<file path="src/rtl/track_recorder.sv">
// Samples one player key per game beat and packs WORD_W beats into track RAM words.
// States: IDLE idle | RECORD sampling beats | FLUSH writing partial word | DONE stopped or full
module track_recorder #(
  parameter int ADDR_W = 7,
  parameter int WORD_W = 4
) (
  input  logic              CLK,
  input  logic              RESET_N,
  input  logic              beat_tick,
  input  logic              start,
  input  logic              stop,
  input  logic              key_n,
  output logic [ADDR_W-1:0] ram_address,
  output logic [WORD_W-1:0] ram_data,
  output logic              ram_wren,
  output logic              recording,
  output logic              full,
  output logic [ADDR_W:0]   words_written
);

  localparam int STEP_W = (WORD_W > 1) ? $clog2(WORD_W) : 1;
  localparam logic [STEP_W-1:0] STEP_LAST = STEP_W'(WORD_W - 1);
  localparam logic [ADDR_W-1:0] ADDR_LAST = '1;

  typedef enum logic [1:0] {IDLE, RECORD, FLUSH, DONE} state_t;

  state_t              state_q, state_d;
  logic                key_s1_q, key_s2_q;
  logic [STEP_W-1:0]   step_q, step_d;
  logic [WORD_W-1:0]   word_q, word_d;
  logic                hit_q, hit_d;
  logic [ADDR_W-1:0]   wptr_q, wptr_d;
  logic [ADDR_W:0]     words_q, words_d;
  logic                full_q, full_d;
  logic                wren_q, wren_d;
  logic [ADDR_W-1:0]   addr_q, addr_d;
  logic [WORD_W-1:0]   data_q, data_d;

  logic                pressed;
  logic                completing;
  logic [STEP_W-1:0]   step_after;
  logic [WORD_W-1:0]   word_next;

  assign pressed    = ~key_s2_q;
  assign completing = beat_tick && (step_q == STEP_LAST);
  assign step_after = completing ? '0 : (step_q + STEP_W'(beat_tick));

  always_ff @(posedge CLK or negedge RESET_N) begin
    if (!RESET_N) begin
      state_q  <= IDLE;
      key_s1_q <= 1'b1;
      key_s2_q <= 1'b1;
      step_q   <= '0;
      word_q   <= '0;
      hit_q    <= 1'b0;
      wptr_q   <= '0;
      words_q  <= '0;
      full_q   <= 1'b0;
      wren_q   <= 1'b0;
      addr_q   <= '0;
      data_q   <= '0;
    end else begin
      state_q  <= state_d;
      key_s1_q <= key_n;
      key_s2_q <= key_s1_q;
      step_q   <= step_d;
      word_q   <= word_d;
      hit_q    <= hit_d;
      wptr_q   <= wptr_d;
      words_q  <= words_d;
      full_q   <= full_d;
      wren_q   <= wren_d;
      addr_q   <= addr_d;
      data_q   <= data_d;
    end
  end

  always_comb begin
    state_d = state_q;
    case (state_q)
      IDLE, DONE: if (start && !stop) state_d = RECORD;
      RECORD: begin
        if (completing && (wptr_q == ADDR_LAST)) state_d = DONE;
        else if (stop) state_d = (step_after == '0) ? DONE : FLUSH;
      end
      FLUSH: state_d = DONE;
    endcase
  end

  always_comb begin
    step_d    = step_q;
    word_d    = word_q;
    hit_d     = hit_q;
    wptr_d    = wptr_q;
    words_d   = words_q;
    full_d    = full_q;
    wren_d    = 1'b0;
    addr_d    = addr_q;
    data_d    = data_q;
    word_next = word_q;
    word_next[step_q] = hit_q | pressed;
    recording = (state_q == RECORD) || (state_q == FLUSH);
    case (state_q)
      IDLE, DONE: begin
        hit_d = 1'b0;
        if (start && !stop) begin
          step_d  = '0;
          word_d  = '0;
          wptr_d  = '0;
          words_d = '0;
          full_d  = 1'b0;
        end
      end
      RECORD: begin
        hit_d = hit_q | pressed;
        if (beat_tick) begin
          hit_d = 1'b0;
          if (completing) begin
            wren_d  = 1'b1;
            addr_d  = wptr_q;
            data_d  = word_next;
            wptr_d  = wptr_q + 1'b1;
            words_d = words_q + 1'b1;
            full_d  = full_q | (wptr_q == ADDR_LAST);
            step_d  = '0;
            word_d  = '0;
          end else begin
            step_d = step_after;
            word_d = word_next;
          end
        end
      end
      FLUSH: begin
        // Unfilled high bits are already zero in word_q.
        wren_d  = 1'b1;
        addr_d  = wptr_q;
        data_d  = word_q;
        wptr_d  = wptr_q + 1'b1;
        words_d = words_q + 1'b1;
        full_d  = full_q | (wptr_q == ADDR_LAST);
        step_d  = '0;
        word_d  = '0;
        hit_d   = 1'b0;
      end
    endcase
  end

  assign ram_address   = addr_q;
  assign ram_data      = data_q;
  assign ram_wren      = wren_q;
  assign full          = full_q;
  assign words_written = words_q;

endmodule
</file>
<file path="config.mk">
export PLATFORM = sky130hd
export DESIGN_NAME = track_recorder
export DESIGN_NICKNAME = d
export VERILOG_FILES = /design/src/rtl/track_recorder.sv
export SDC_FILE = /design/constraint.sdc
export NUM_CORES = 1
export LEC_CHECK = 0
export ABC_AREA = 1
export CAP_MARGIN = 10
export CORE_ASPECT_RATIO = 0.6
export CORE_MARGIN = 2
export CORE_UTILIZATION = 30
export DETAILED_ROUTE_END_ITERATION = 16
export PLACE_DENSITY = 0.55
export SYNTH_ARGS = -nofsm -noshare
export SYNTH_HDL_FRONTEND = slang
export SYNTH_SLANG_ARGS = --single-unit
</file>
<file path="constraint.sdc">
create_clock -name CLK -period 3.4 [get_ports CLK]
set_input_delay 0.51 -clock CLK [delete_from_list [all_inputs] [get_ports CLK]]
set_output_delay 0.51 -clock CLK [all_outputs]
set_load 0.02 [all_outputs]
</file>
* After elaboration in Yosys (flattened, before gate mapping)
Cells that the tools add are included.
** Operators by class
- Equal/unequal tests :: 9
- Muxes and demuxes :: 40
- Bitwise logic cells :: 3
- Add/subtract/negate cells :: 3
- $lt $le $gt $ge :: 2
- Reductions and logical operators :: 15
** Operators by type and width (count)
- two-way mux 7 bit :: 5
- two-way mux 8 bit :: 3
- case mux 8 bit (3 select lines) :: 1
- case mux 7 bit (3 select lines) :: 1
- two-way mux 4 bit :: 5
- two-way mux 2 bit :: 7
- case mux 7 bit (2 select lines) :: 1
- case mux 2 bit (3 select lines) :: 2
- case mux 4 bit (3 select lines) :: 1
- adder 8 x 1 -> 8 bit (second input constant) :: 1
- two-way mux 1 bit :: 8
- case mux 4 bit (2 select lines) :: 1
- adder 7 x 1 -> 7 bit (second input constant) :: 1
- equality test 7 bit (second input constant) :: 1
- equality test 2 bit (second input constant) :: 3
- != test 2 bit (second input constant) :: 3
- AND reduction 3 bit :: 2
- bitwise mux 4 bit :: 1
- logical AND 1 bit :: 4
- logical NOT 2 bit :: 2
- case mux 1 bit (2 select lines) :: 2
- AND reduction 2 bit :: 2
- < comparator 2 x 3 -> 1 bit (second input constant) :: 1
- != test 3 bit (second input constant) :: 1
- other kinds (12) :: 13
** Word-level totals
- Input bits :: 6
- Logic and storage cells :: 84
- Output and inout port bits :: 22
- Register bits after elaboration :: 39

* Depth between registers and ports, before layout
Gate-level depths: netlist of run 1.
- Word-level depth :: 8
- Mapped depth :: 8
- Mapped depth without buffers :: 8

* Worst setup path before layout of run 1
OpenSTA, ideal clock, no wires.
- Kind :: register to output
- Start point :: register state_q[0]
- End point :: output recording
- Slack :: 1.774 ns
- Stages on the path, launching flop included :: 5
- Path buffers :: 1
- Data required time :: 2.890 ns
- Arrival time :: 1.116 ns
- Cell sequence :: dfrtp_1 inv_1 ha_1 inv_1 buf_2
** On the way
- Longest elaborated chain between the ends :: 2
- Elaborated cells on any way between the ends :: 3
- Those cells by class :: eq/ne: 2; reduce/logical: 1
** RTL lines
- start, declared :: line 27 : state_t state_q, state_d;
- start signal, assigned :: line 63 : state_q <= state_d;
- equality test 2 x 1 -> 1 bit / equality test 2 bit (equally long branches) :: line 102 : recording = (state_q == RECORD) || (state_q == FLUSH);
- logical OR 1 bit * :: line 102
- end, declared :: line 16 : output logic recording,
Mark *: on every way between the ends. The rest lies on a longest branch, timed or not.

* Final worst setup path of run 1
Ends and elaborated chain as after synthesis.

==> key figures, run 1 <==
Route
  • Initial DRT Pass Iterations: 4
  • Via count: around 1600
  • Total Wirelength: 4.35 mm
  • Vias per cell: 4.47
  • Detail Route Antenna Nets: 0
  • DR WL/cell: ~12 um
  • DRC Markers: 0
  • Starting DRC count in detailed routing: 97

Final layout
  • Fraction of layout cells with a size suffix above 1: under 10%
  • Diode count: 0
  • Area grow syn2layout: 21.5%
  • Final nets: between 200 and 300
  • Design area: approximately 0.0024 mm2
  • FILL cells: between 600 and 700
  • Fin util: 37.1%

Worst setup path
  • Setup crit start kind: flip-flop
  • Reg2Reg Setup Slack: about 1.6 ns
  • Worst endpoint required time: 2.89 ns
  • Setup crit end kind: primary output
  • Critical path peak fanout: 6
  • WS Path Type: flip-flop to primary output
  • Register-to-Register Path Depth: 7
  • Worst Path Arrival: approximately 1.9 ns

Timing
  • Fin. Hold Viols: 0
  • Worst Clk Skew: between 0.008 and 0.009 ns
  • Fmax: roughly 420 MHz
  • Pins Over Slew Limit: 0
  • Slew headroom: approximately two fifths
  • Final worst-path cycle share: 70.2%
  • RSZ-0062 raised after global routing: false
  • Fin Setup TNS: 0 ns
  • Worst slew pin tran: slightly below 0.9 ns
  • Final min period: about 2.4 ns
  • Final setup violation count: 0

Power
  • Tot Pwr: between 0.002 and 0.0025 W
  • Leak pwr: 1.16 nW
  • Max VDD drop: just under 0.4 mV
  • Pwr dens: ~860 mW/mm2

Run status
  • Status: finished, final reports clean

Die
  • Die Y: around 67 um
  • Die ar.: between 0.007 and 0.008 mm2
  • Initial Utilization: roughly 31%
  • Die width: about 110 um
  • Io pins: 28
  • Num rows: 23
  • CORE AREA: roughly 0.0066 mm2

Global routing
  • Vias in the first global route: about 1500
  • Aggregate global routing overflow: 0
  • Antenna violations before repair: 0
  • First-pass GRT wire length: ~7.5 mm
  • Overall global routing resource usage: 13.4%
  • Largest net degree at the start of global routing: 40

Logic synthesis
  • Post-synthesis simple-gate area fraction: about a quarter
  • Mapped Area: approximately 0.002 mm2
  • Synth area leaders: dfrtp_1, nand2_1, inv_1
  • Synth Area in XOR/XNOR: around 1.3%
  • Multiplexer area fraction after synthesis: 0%
  • Top FF cell, synth: dfrtp_1
  • Count leader, synth: nand2_1
  • Synth Register Bits: 39
  • Cell variety after synth: 24
  • Syn Area/Cell: slightly above 8 um2
  • Register area share after synthesis: about half
  • Post-synth EDFFs: 0
  • Synth top cells by count: nand2_1, inv_1, dfrtp_1, nor2_1, o21ai_0
  • Asr flop ratio synth: between 90% and 100%
  • Syn Inst Count: about 250
  • Synth Area in Adders: approximately 3.7%
  • Compound-Gate Fraction of Synth Area: between 10% and 20%
  • Largest family of logic cells by synthesized area: simple AND/OR/NAND/NOR gates
  • Top-area cell type share of the netlist area: 46.0%
  • Mapped Nets: roughly 260
  • Leading area contributor after synthesis: dfrtp_1
  • Ys Warns: 0

Clock tree
  • Clock transition at path regs: about 0.090 ns
  • TritonCTS clock tree: built
  • Post-CTS setup buffer count: 0
  • Maximum clock path buffer count: 2
  • Clock root buffer master: clkbuf_8
  • PostCTS Resize Cnt: 0
  • Clock Latency Late Sink: roughly 0.30 ns
  • Cts hold-fix bufs: 0
  • Total clock buffers created by CTS: 5
  • Clk sinks: 39
  • H-Tree Depth: 2

Placed design
  • Dpl hpwl: ~3.1 mm
  • Post-DP Area: approximately 0.0024 mm2
  • Port bufs: 27
  • RePlAce Congestion: between 0.7 and 0.8

Hold path
  • Hold/Removal Path Class: input pin to async pin

Job
  • MaxCap Viol Count: 0
==> registers in the layout, indices dropped and copies added (netlist names) <==
| register | count |
|---|---|
| ram_address | 7 |
| ram_wren | 1 |
| full | 1 |
| state_q | 2 |
| wptr_q | 7 |
| key_s2_q | 1 |
| words_written | 8 |
| word_q | 4 |
| ram_data | 4 |
| hit_q | 1 |
| key_s1_q | 1 |
| step_q | 2 |
==> critical path: stages, from the launching register on <==
cell	delay (ns)
dfrtp_1	0.40
inv_1	0.06
ha_1	0.41
inv_1	0.12
clkdlybuf4s50_1	0.60
==> layer usage <==
metal | vias up | part of all wire (%) | track usage (%)
li1 | 852 | - | -
met5 | - | 0 | 0
met4 | 0 | 0.53 | 3.32
met2 | 35 | 38 | 17.7
met3 | 4 | 4.3 | 3.76
met1 | 746 | 57 | 20.9
==> through the flow <==
stage               hold slack [ns]  setup WS [ns]  cells
floorplan                     0.214           1.77    247
global placement              0.347           1.33    358
detailed placement            0.348           1.31    358
CTS                           0.360          0.984    366
global route                  0.368          0.889    366
finish                        0.325           1.01    366
==> power breakdown <==
group | switching [W] | internal (W)
clock network | 0.000178 | 0.000143
registers | 0.0000987 | 0.000589
logic | 0.000705 | 0.000380
total | 0.000982 | 0.00111
==> logic make-up after synthesis <==
logic type | Yosys count
AOI/OAI and AO/OA | 45
and+or+nand+nor | 110
DFF | 39
buffers and inverters | 44
xor gates and xnor gates | 3
adders and majority gates | 6
==> path summary, 6_finish.rpt <==
kind | start | end
max | state_q[0] | recording
min | RESET_N | ram_address[2]
max reg2reg | state_q[0] | full
min reg2reg | key_s1_q | key_s2_q
max in group asynchronous | RESET_N | full
min in group CLK | key_s1_q | key_s2_q
==> area by class of cell <==
class / instances / area (um2) / area share (%)
timing repair buffer: 28 / 273 / 11.2
sequential: 39 / 978 / 40.1
multi-input combinational: 164 / 838 / 34.3
clock inverter: 3 / 20.0 / 0.820
tap: 87 / 109 / 4.46
clock buffer: 5 / 68.8 / 2.82
inverter: 40 / 155 / 6.35
==> cells in the final DEF (no fill, tap or decap) <==
cell type,instances
buf_2,1
ha_1,6
clkbuf_8,5
o21ai_1,12
clkinv_4,1
o31ai_2,1
clkdlybuf4s50_1,26
xnor2_1,1
o21ai_0,17
a21oi_1,10
xor2_1,2
nand2_1,63
nand3_4,1
nor2_1,18
clkinvlp_4,2
inv_1,39
buf_4,1
nand2_4,3
clkinv_2,1
nand4_1,8
dfstp_2,2
o211ai_1,1
a21boi_0,1
o21bai_1,2
dfrtp_1,37
nand2_2,1
nand3_1,16
a21boi_1,1
(Power assumes the default switching activity.)
==> run 2, diff against run 1 <==
--- a/config.mk
+++ b/config.mk
@@ -11,7 +11,7 @@
 export CORE_MARGIN = 2
 export CORE_UTILIZATION = 30
 export DETAILED_ROUTE_END_ITERATION = 16
-export PLACE_DENSITY = 0.55
+export PLACE_DENSITY = 0.57
 export SYNTH_ARGS = -nofsm -noshare
 export SYNTH_HDL_FRONTEND = slang
 export SYNTH_SLANG_ARGS = --single-unit
==> constraint.sdc (replaced) <==
create_clock -name CLK -period 2.1 [get_ports CLK]
set_input_delay 0.315 -clock CLK [delete_from_list [all_inputs] [get_ports CLK]]
set_output_delay 0.315 -clock CLK [all_outputs]
set_load 0.02 [all_outputs]
==> key figures, run 2 (same netlist as run 1, synthesis figures left out) <==
Worst setup path
  • Worst Path Arrival: 1.52 ns (-0.36 ns)
  • Setup crit start kind: flip-flop
  • Worst endpoint required time: 1.78 ns (-1.11 ns)
  • Setup crit end kind: primary output
  • WS Path Type: flip-flop to primary output
  • Critical path peak fanout: 4 (-2)

Global routing
  • Vias in the first global route: 1640 (+6.2%)
  • Antenna violations before repair: 0 (unchanged)
  • First-pass GRT wire length: 7.85 mm (+4.2%)
  • Largest net degree at the start of global routing: 27 (-33%)
  • Overall global routing resource usage: 13.9% (+0.48 points)
  • Aggregate global routing overflow: 0 (unchanged)

Final layout
  • Commonest cells after routing, fill and taps aside: nand2_1, inv_1, dfrtp_1, clkdlybuf4s50_1, nor2_1
  • Max FFs per register: 8 (unchanged)
  • Final nets: 293 (+1.0%)
  • Diode count: 0 (unchanged)
  • Non-filler cells, final: 369 (+0.82%)
  • Commonest non-fill, non-tap cell in the layout: nand2_1
  • Fraction of layout cells with a size suffix above 1: 7.80% (+0.99 points)
  • FILL cells: 709 (+3.2%)
  • Area grow syn2layout: 24.0%
  • Fin util: 37.8% (+0.76 points)

Die
  • Io pins: 28 (unchanged)
  • Num rows: 23 (unchanged)
  • Die width: 110 um (unchanged)
  • Die Y: 67.4 um (unchanged)
  • CORE AREA: 0.00659 mm2 (unchanged)
  • Die ar.: 0.00739 mm2 (unchanged)
  • Initial Utilization: 30.5% (unchanged)

Route
  • Vias per cell: 4.54 (+1.6%)
  • Initial DRT Pass Iterations: 4 (unchanged)
  • DRC Markers: 0 (unchanged)
  • Via count: 1677 (+2.4%)
  • Starting DRC count in detailed routing: 183 (+89%)
  • Detail Route Antenna Nets: 0 (unchanged)
  • DR WL/cell: 12.3 um (+3.3%)
  • Total Wirelength: 4.53 mm (+4.1%)

Placed design
  • RePlAce Congestion: 0.825 (+7.0%)
  • Dpl hpwl: 3.30 mm (+5.0%)
  • Cells after DPL: 361 (+0.84%)
  • Port bufs: 27 (unchanged)

Clock tree
  • TritonCTS clock tree: built
  • Clk sinks: 39 (unchanged)
  • Post-CTS setup buffer count: 0 (unchanged)
  • Clock Latency Late Sink: 0.29 ns (about the same)
  • Clock transition at path regs: 0.08 ns (about the same)
  • Clock root buffer master: clkbuf_8
  • Maximum clock path buffer count: 2 (unchanged)
  • Total clock buffers created by CTS: 5 (unchanged)
  • H-Tree Depth: 2 (unchanged)

Timing
  • Final setup violation count: 0 (unchanged)
  • RSZ-0062 raised after global routing: false
  • Slew headroom: 59.8% (+18 points)
  • Fin Setup TNS: 0 ns (unchanged)
  • Final worst-path cycle share: 87.5%
  • Pins Over Slew Limit: 0 (unchanged)
  • Final min period: between 1.5 and 2 ns
  • Fin. Hold Viols: 0 (unchanged)
  • Worst Clk Skew: 0.00429 ns (-0.00381 ns)
  • Fmax: between 500 and 600 MHz
  • Worst slew pin tran: 0.603 ns (-0.268 ns)

Hold path
  • Hold/Removal Path Class: input pin to async pin

Job
  • MaxCap Viol Count: 0 (unchanged)

Power
  • Leak pwr: 1.19 nW (+3.2%)
  • Max VDD drop: 0.781 mV (+100%)
  • Pwr dens: 1430 mW/mm2 (+67%)

Run status
  • Status: finished, final reports clean
==> run 2: where the power goes <==
group | switching [W] | internal (W)
Clock | 0.000273 | 0.000385
Combinational | 0.00117 | 0.000626
Sequential | 0.000162 | 0.000954
==> run 2: path summary, 6_finish.rpt <==
path                                 start  slack (ns)        end  depth (start not counted)
min in group CLK                  key_s1_q        0.36   key_s2_q                          0
worst max register to register  state_q[0]        0.29  step_q[1]                          8
worst min-delay path               RESET_N        0.02  word_q[0]                          1
worst min register to register    key_s1_q        0.36   key_s2_q                          0
max in group asynchronous          RESET_N        1.45   key_s1_q                          2
worst max-delay path            state_q[0]        0.26  recording                          4
==> run 2: worst max-delay path: stages (launching register included) <==
cell,delay [ns]
dfrtp_1,0.43
inv_1,0.07
ha_1,0.31
inv_1,0.09
dlygate4sd2_1,0.33
==> run 2: final cells by class <==
type	count	area [um2]	area share, %
flip-flops and latches	39	978	39.3
inverters	40	155	6.22
clock inverters	2	35.0	1.41
multi-input cells	164	838	33.6
well taps	87	109	4.37
repair buffers	31	294	11.8
clock buffers	6	82.6	3.31
==> run 2: metal layers <==
metal | GRT usage, % | part of all wire (%)
met5 | 0 | 0
met4 | 2.53 | 0.20
met3 | 3.96 | 6.4
met2 | 18.8 | 37
met1 | 21.6 | 56
==> run 2: through the flow <==
stage               hold slack [ns]  setup WS (ns)  power, W  instance area, um2
finish                       0.0241          0.263   0.00357                2490
global route                 0.0787          0.165   0.00387                2490
CTS                          0.0576          0.257   0.00359                2490
detailed placement            0.347          0.308   0.00293                2380
global placement              0.346          0.358   0.00293                2380
floorplan                    0.0194          0.634   0.00237                2010
==> run 2: repair_timing <==
item,in CTS,in global routing
gates resized for setup,1,0
hold buffers,0,0
setup endpoints to repair,1,0
